`src/rtl/gci_extio_pkg.sv`:
```
// GCI EXTIO responder shared types and constants.
// FSM encodings and bus-level constants used across the slice.
package gci_extio_pkg;

   typedef enum logic [1:0] {
      BUS_IDLE,
      BUS_DEV,
      BUS_RET
   } bus_st_e;

   typedef enum logic {
      IRQ_IDLE,
      IRQ_PRESENT
   } irq_st_e;

   localparam logic [31:0] GCI_EXTIO_ERR_DATA = 32'hFFFF_FFFF;
   localparam logic        EXTIO_RW_WRITE     = 1'b1;

endpackage

```
`src/rtl/gci_irq_priority_encoder.sv`:
```
// Lowest-index-first priority encoder for pending IRQ lines.
// Purely combinational; idx_o is don't-care when valid_o is low.
module gci_irq_priority_encoder #(
   parameter int P_IRQ_N = 8,
   parameter int P_IW    = (P_IRQ_N > 1) ? $clog2(P_IRQ_N) : 1
) (
   input  logic [P_IRQ_N-1:0] pend_i,
   output logic               valid_o,
   output logic [P_IW-1:0]    idx_o
);

   // Scan high to low so the lowest set index is the final winner.
   always_comb begin
      valid_o = |pend_i;
      idx_o   = '0;
      for (int i = P_IRQ_N - 1; i >= 0; i--) begin
         if (pend_i[i]) idx_o = P_IW'(i);
      end
   end

endmodule

```
`src/rtl/gci_extio_responder.sv`:
```
// GCI-side EXTIO endpoint: single-beat device bus access
// with read return, plus edge-collected IRQ presentation.
module gci_extio_responder
   import gci_extio_pkg::*;
#(
   parameter logic [31:0] P_BASE     = 32'h0000_0000,
   parameter logic [31:0] P_MASK     = 32'hFFFF_F000,
   parameter int          P_OFS_W    = 10,
   parameter int          P_TIMEOUT  = 256,
   parameter int          P_IRQ_N    = 8,
   parameter logic [5:0]  P_IRQ_BASE = 6'd0
) (
   input  logic               iCLOCK,
   input  logic               inRESET,
   input  logic               iRESET_SYNC,
   input  logic               iEXTIO_REQ,
   output logic               oEXTIO_BUSY,
   input  logic               iEXTIO_RW,
   input  logic [31:0]        iEXTIO_ADDR,
   input  logic [31:0]        iEXTIO_DATA,
   output logic               oEXTIO_REQ,
   input  logic               iEXTIO_BUSY,
   output logic [31:0]        oEXTIO_DATA,
   output logic               oEXTIO_IRQ_REQ,
   output logic [5:0]         oEXTIO_IRQ_NUM,
   input  logic               iEXTIO_IRQ_ACK,
   output logic               oDEV_REQ,
   output logic               oDEV_RW,
   output logic [P_OFS_W-1:0] oDEV_ADDR,
   output logic [31:0]        oDEV_DATA,
   input  logic               iDEV_ACK,
   input  logic [31:0]        iDEV_DATA,
   input  logic [P_IRQ_N-1:0] iDEV_IRQ
);

   localparam int TW = ($clog2(P_TIMEOUT) < 8) ? 8 : $clog2(P_TIMEOUT);
   localparam int IW = (P_IRQ_N > 1) ? $clog2(P_IRQ_N) : 1;
   localparam logic [TW-1:0] TMR_LOAD = TW'(P_TIMEOUT - 1);

   bus_st_e              bus_q;
   logic                 busy_q;
   logic                 dreq_q;
   logic                 drw_q;
   logic [P_OFS_W-1:0]   dadr_q;
   logic [31:0]          ddat_q;
   logic [TW-1:0]        tmr_q;
   logic [31:0]          rdat_q;
   logic                 xreq_q;
   logic [31:0]          xdat_q;

   irq_st_e              irq_q;
   logic [P_IRQ_N-1:0]   hist_q;
   logic                 arm_q;
   logic [P_IRQ_N-1:0]   pend_q;
   logic [P_IRQ_N-1:0]   pend_d;
   logic [IW-1:0]        kidx_q;
   logic                 ireq_q;
   logic [5:0]           inum_q;

   logic                 hit;
   logic                 ret_go;
   logic [31:0]          ret_val;
   logic [P_IRQ_N-1:0]   irq_edge;
   logic [P_IRQ_N-1:0]   clr_mask;
   logic                 enc_valid;
   logic [IW-1:0]        enc_idx;

   assign hit = (iEXTIO_ADDR & P_MASK) == P_BASE;

   // Decide whether this edge enters RET, and with which data.
   always_comb begin
      ret_go  = 1'b0;
      ret_val = GCI_EXTIO_ERR_DATA;
      unique case (bus_q)
         BUS_IDLE: begin
            ret_go = iEXTIO_REQ && !hit && (iEXTIO_RW != EXTIO_RW_WRITE);
         end
         BUS_DEV: begin
            if (drw_q != EXTIO_RW_WRITE) begin
               if (iDEV_ACK) begin
                  ret_go  = 1'b1;
                  ret_val = iDEV_DATA;
               end else if (tmr_q == '0) begin
                  ret_go = 1'b1;
               end
            end
         end
         default: ret_go = 1'b0;
      endcase
   end

   // Bus FSM: accept, run device access with timeout, return read data.
   always_ff @(posedge iCLOCK or negedge inRESET) begin
      if (!inRESET) begin
         bus_q  <= BUS_IDLE;
         busy_q <= 1'b0;
         dreq_q <= 1'b0;
         drw_q  <= 1'b0;
         dadr_q <= '0;
         ddat_q <= '0;
         tmr_q  <= '0;
         rdat_q <= '0;
         xreq_q <= 1'b0;
         xdat_q <= '0;
      end else if (iRESET_SYNC) begin
         bus_q  <= BUS_IDLE;
         busy_q <= 1'b0;
         dreq_q <= 1'b0;
         drw_q  <= 1'b0;
         dadr_q <= '0;
         ddat_q <= '0;
         tmr_q  <= '0;
         rdat_q <= '0;
         xreq_q <= 1'b0;
         xdat_q <= '0;
      end else begin
         dreq_q <= 1'b0;
         xreq_q <= 1'b0;
         if (ret_go) begin
            bus_q  <= BUS_RET;
            busy_q <= 1'b1;
            rdat_q <= ret_val;
            if (!iEXTIO_BUSY) begin
               xreq_q <= 1'b1;
               xdat_q <= ret_val;
            end
         end else begin
            unique case (bus_q)
               BUS_IDLE: begin
                  if (iEXTIO_REQ && hit) begin
                     drw_q  <= iEXTIO_RW;
                     dadr_q <= iEXTIO_ADDR[P_OFS_W+1:2];
                     ddat_q <= iEXTIO_DATA;
                     dreq_q <= 1'b1;
                     tmr_q  <= TMR_LOAD;
                     bus_q  <= BUS_DEV;
                     busy_q <= 1'b1;
                  end
               end
               BUS_DEV: begin
                  // Only writes reach here on ACK or expiry.
                  if (iDEV_ACK || tmr_q == '0) begin
                     bus_q  <= BUS_IDLE;
                     busy_q <= 1'b0;
                  end else begin
                     tmr_q <= tmr_q - TW'(1);
                  end
               end
               BUS_RET: begin
                  if (xreq_q) begin
                     bus_q  <= BUS_IDLE;
                     busy_q <= 1'b0;
                  end else if (!iEXTIO_BUSY) begin
                     xreq_q <= 1'b1;
                     xdat_q <= rdat_q;
                  end
               end
               default: begin
                  bus_q  <= BUS_IDLE;
                  busy_q <= 1'b0;
               end
            endcase
         end
      end
   end

   // Edges are masked for one cycle after async reset so the
   // history can load the live line levels first.
   assign irq_edge = iDEV_IRQ & ~hist_q & {P_IRQ_N{arm_q}};

   // Clear the presented line on ACK; a same-cycle edge re-sets it.
   always_comb begin
      clr_mask = '0;
      if (irq_q == IRQ_PRESENT && iEXTIO_IRQ_ACK) clr_mask[kidx_q] = 1'b1;
      pend_d = (pend_q & ~clr_mask) | irq_edge;
   end

   gci_irq_priority_encoder #(
      .P_IRQ_N (P_IRQ_N),
      .P_IW    (IW)
   ) u_enc (
      .pend_i  (pend_q),
      .valid_o (enc_valid),
      .idx_o   (enc_idx)
   );

   // IRQ FSM: pick lowest pending line, hold it until acknowledged.
   always_ff @(posedge iCLOCK or negedge inRESET) begin
      if (!inRESET) begin
         irq_q  <= IRQ_IDLE;
         hist_q <= '0;
         arm_q  <= 1'b0;
         pend_q <= '0;
         kidx_q <= '0;
         ireq_q <= 1'b0;
         inum_q <= '0;
      end else if (iRESET_SYNC) begin
         irq_q  <= IRQ_IDLE;
         hist_q <= iDEV_IRQ;
         arm_q  <= 1'b1;
         pend_q <= '0;
         kidx_q <= '0;
         ireq_q <= 1'b0;
         inum_q <= '0;
      end else begin
         hist_q <= iDEV_IRQ;
         arm_q  <= 1'b1;
         pend_q <= pend_d;
         unique case (irq_q)
            IRQ_IDLE: begin
               if (enc_valid) begin
                  kidx_q <= enc_idx;
                  ireq_q <= 1'b1;
                  inum_q <= P_IRQ_BASE + 6'(enc_idx);
                  irq_q  <= IRQ_PRESENT;
               end
            end
            IRQ_PRESENT: begin
               if (iEXTIO_IRQ_ACK) begin
                  ireq_q <= 1'b0;
                  irq_q  <= IRQ_IDLE;
               end
            end
            default: irq_q <= IRQ_IDLE;
         endcase
      end
   end

   assign oEXTIO_BUSY    = busy_q;
   assign oEXTIO_REQ     = xreq_q;
   assign oEXTIO_DATA    = xdat_q;
   assign oEXTIO_IRQ_REQ = ireq_q;
   assign oEXTIO_IRQ_NUM = inum_q;
   assign oDEV_REQ       = dreq_q;
   assign oDEV_RW        = drw_q;
   assign oDEV_ADDR      = dadr_q;
   assign oDEV_DATA      = ddat_q;

endmodule
```
`config.mk`:
```
export PLATFORM = sky130hd
export DESIGN_NAME = gci_extio_responder
export DESIGN_NICKNAME = d
export VERILOG_FILES = /design/src/rtl/gci_extio_pkg.sv /design/src/rtl/gci_irq_priority_encoder.sv /design/src/rtl/gci_extio_responder.sv
export SDC_FILE = /design/constraint.sdc
export NUM_CORES = 1
export LEC_CHECK = 0
export ABC_AREA = 1
export CORE_MARGIN = 8
export CORE_UTILIZATION = 49
export CTS_BUF_LIST = sky130_fd_sc_hd__clkbuf_8
export CTS_CLUSTER_SIZE = 8
export DETAILED_ROUTE_END_ITERATION = 7
export HOLD_SLACK_MARGIN = 0.03
export PLACE_DENSITY = 0.83
export SETUP_SLACK_MARGIN = 0.02
export SLEW_MARGIN = 10
export SYNTH_ARGS = -nofsm -noshare
export SYNTH_HDL_FRONTEND = slang
export SYNTH_SLANG_ARGS = --single-unit
```
`constraint.sdc`:
```
create_clock -name iCLOCK -period 2.4 [get_ports iCLOCK]
set_clock_uncertainty 0.2 [all_clocks]
set_input_delay 0.6 -clock iCLOCK [delete_from_list [all_inputs] [get_ports iCLOCK]]
set_output_delay 0.6 -clock iCLOCK [all_outputs]
set_load 0.02 [all_outputs]
```
==> flow_summary_export.csv <==
group,metric,value,unit
outcome,status,"finished clean",
sta,setup_viol,0,
worst_setup_path,worstSetupPathDepth,1,
worst_setup_path,reg2reg_to,"oEXTIO_DATA[22]",
place,dpl.hpwl,12.3,mm
detailed_routing,drt-pass1-iter-count,5,
worst_setup_path,cp_max_fo,4,
worst_setup_path,slowest_delay,660,ps
sta,final_max_slew_viol_count,0,
clocking,clockBufferDepth,2,
global_route,overflow,0,
pwr,power.total,5.47,mW
yosys,yosys_warnings,0,
detailed_routing,drcViolationCount,0,
min_path,min_path_type,"reg2reg",
worst_setup_path,cp-endpoint,"oEXTIO_IRQ_NUM[2]",
global_route,grt_pass1_wl,27.0,mm
floorplan,fp.coreArea,13100,um^2
yosys,syn-cell-area,6490,um^2
detailed_routing,wl_per_cell,14.5,um
yosys,synth-seq-cells,142,
layout,post-route-util,69.5,%
clocking,cts.htree.levels,4,
sta,max_freq,432,MHz
sta,layout_min_cycle_time,2320,ps
global_route,gr-usage-all-layers,20.3,%
yosys,synthCells,759,
clocking,cts.sinks,142,
layout,final_nets,1077,
worst_setup_path,crit_type,"reg2out",
worst_setup_path,cp-startpoint,"oEXTIO_IRQ_NUM[2]",
worst_setup_path,end_kind,"output port",
floorplan,dieHeight,131,um
layout,antennaDiodeCount,0,
floorplan,ios,197,
worst_setup_path,r2r-start,"tmr_q[0]",
yosys,synth_area_per_cell,8.55,um^2
worst_setup_path,path_cells,"clkdlybuf4s50_1",
worst_setup_path,critPathRequiredTime,1600,ps
yosys,async_flop_share,100,%
detailed_routing,via_count,5526,
clocking,insertion_delay,440,ps
pwr,vdd_drop_max,0.365,mV
floorplan,fp-row-count,42,
clocking,cts_setup_buffers,0,
global_route,grt_pass1_vias,5579,
worst_setup_path,arrival,1520,ps
clocking,cts_buffers,17,
floorplan,die-area,17200,um^2
worst_setup_path,r2r.worst_path.cells,9,
clocking,cts_tree,"yes",
layout,area_delta_synth_final,40.2,%
pwr,power_density,601,nW/um^2
detailed_routing,wirelength,16.6,mm
global_route,antenna_found_initial,1,
detailed_routing,viasPerCell,4.81,
pwr,power.leakage,4.57,nW
worst_setup_path,path_buf_inv,1,
clocking,clkTransAtPathRegs,70,ps
worst_setup_path,crit_slowest_cell,"clkdlybuf4s50_1",
global_route,grt_max_degree,54,
detailed_routing,antenna_left,0,
worst_setup_path,cp-start-kind,"register",
worst_setup_path,cp_top_family,"buffers and inverters",
sta,rsz0062_at_grt,"no",
floorplan,start_util,49.6,%
clocking,cts_root_buf,"clkbuf_8",
layout,drive_gt1_share,11.1,%
yosys,synth_enable_flop_cells,0,
place,io_buffers,191,
floorplan,die_width,131,um
yosys,ys.flop_type,"dfrtp_1",
sta,period_share,96.5,%
layout,layout_common_cells,"nand2_1, clkdlybuf4s50_1, dfrtp_1",
worst_setup_path,rrSetupSlack,310,ps
sta,hold_violations,0,
flow_run,max_cap_violations,0,
place,globalplace.congestion,0.829,
yosys,yosysSeqAreaShare,54.8,%
detailed_routing,drtIter0Drc,367,
yosys,synth_cell_type_count,37,
layout,final_common_cell,"nand2_1",
[layout make-up]
type,instances,area [um^2]
repair buffers,218,2220
clock inverters,8,92.6
multi-input cells,461,2260
flip-flops and latches,142,3550
fillers,1022,3990
clock buffers,21,289
well taps,176,220
inverters,124,465
[metal layers]
layer  track usage [%]  up-vias  part of all wire (%)
met2              32.6      180                    47
met5                 0        -                 0.078
met4              7.02        2                   1.7
met1              23.8     2590                    40
met3              8.78       26                    11
li1                  -     2728                     -
[Yosys cell counts, types with 2 or more instances]
| library cell | instances | area, um^2 |
|---|---|---|
| nor2_4 | 2 | 22.5 |
| o21ai_2 | 33 | 289 |
| conb_1 | 2 | 7.51 |
| dfrtp_1 | 142 | 3550 |
| or2_2 | 2 | 12.5 |
| nor2_2 | 3 | 18.8 |
| o31ai_1 | 2 | 15.0 |
| nand3b_1 | 9 | 67.6 |
| nand3_2 | 2 | 20.0 |
| nand2_4 | 2 | 22.5 |
| inv_1 | 122 | 458 |
| buf_4 | 3 | 22.5 |
| buf_2 | 12 | 60.1 |
| nand2_1 | 211 | 792 |
| a21oi_1 | 16 | 80.1 |
| buf_6 | 10 | 113 |
| o21ai_0 | 19 | 95.1 |
| nand3_1 | 78 | 390 |
| nor2_1 | 61 | 229 |
| clkbuf_1 | 9 | 33.8 |
| nand2_2 | 3 | 18.8 |
[logic make-up (layout without fill, tap and decap cells)]
group                      after synthesis  after routing  synth area share [%]
DFF                                    142            142                  54.8
and+or+nand+nor                        380            380                  26.0
AOI/OAI and AO/OA                       76             76                  8.25
other                                    2              4                 0.116
buffers and inverters                  158            371                  10.7
adders and majority gates                1              1                 0.193
[worst min-delay path by stage]
stage	startpoint	endpoint	slack [ps]	cells after the start
6_report	oDEV_DATA[30]	oDEV_DATA[30]	270	2
5_1_grt	oDEV_DATA[26]	oDEV_DATA[26]	290	2
4_1_cts	oDEV_ADDR[6]	oDEV_ADDR[6]	270	2
3_5_place_dp	oDEV_ADDR[6]	oDEV_ADDR[6]	260	2
3_3_place_gp	oDEV_ADDR[3]	oDEV_ADDR[3]	250	2
2_1_floorplan	inRESET	arm_q	100	0
[per-stage QoR]
stage                     hold slack (ps)  cell area [um^2]  setup WS (ps)  cells  TNS, ps
after detailed placement              257              8700           -126   1120    -3630
after CTS                             275              9100           43.6   1150        0
after floorplan                       104              6500            466    761        0
after global routing                  288              9100           61.0   1150        0
after global placement                253              8700          -60.4   1120    -1830
final                                 271              9100           84.5   1150        0
[sequential cells by signal, indices dropped and copies added (netlist names)]
signal	flops
oEXTIO_REQ	1
pend_q	8
oEXTIO_BUSY	1
oDEV_RW	1
oDEV_DATA	32
bus_q	2
oEXTIO_IRQ_REQ	1
irq_q	1
oDEV_ADDR	10
oEXTIO_DATA	32
arm_q	1
oEXTIO_IRQ_NUM	3
rdat_q	32
tmr_q	8
hist_q	8
oDEV_REQ	1
[power by group]
group	switching, mW	internal [mW]	leakage (nW)
registers	0.0876	2.54	1.89
logic	0.512	0.479	2.48
clock network	0.840	1.01	0.198
total	1.44	4.02	4.57
[repair_timing]
item,4_1_cts,5_1_grt
endpoints found under the hold margin,20,0
endpoints found under the setup margin,0,1
hold buffers,1,0
gates resized for setup,0,1
Power figures use the tool's default switching activity.
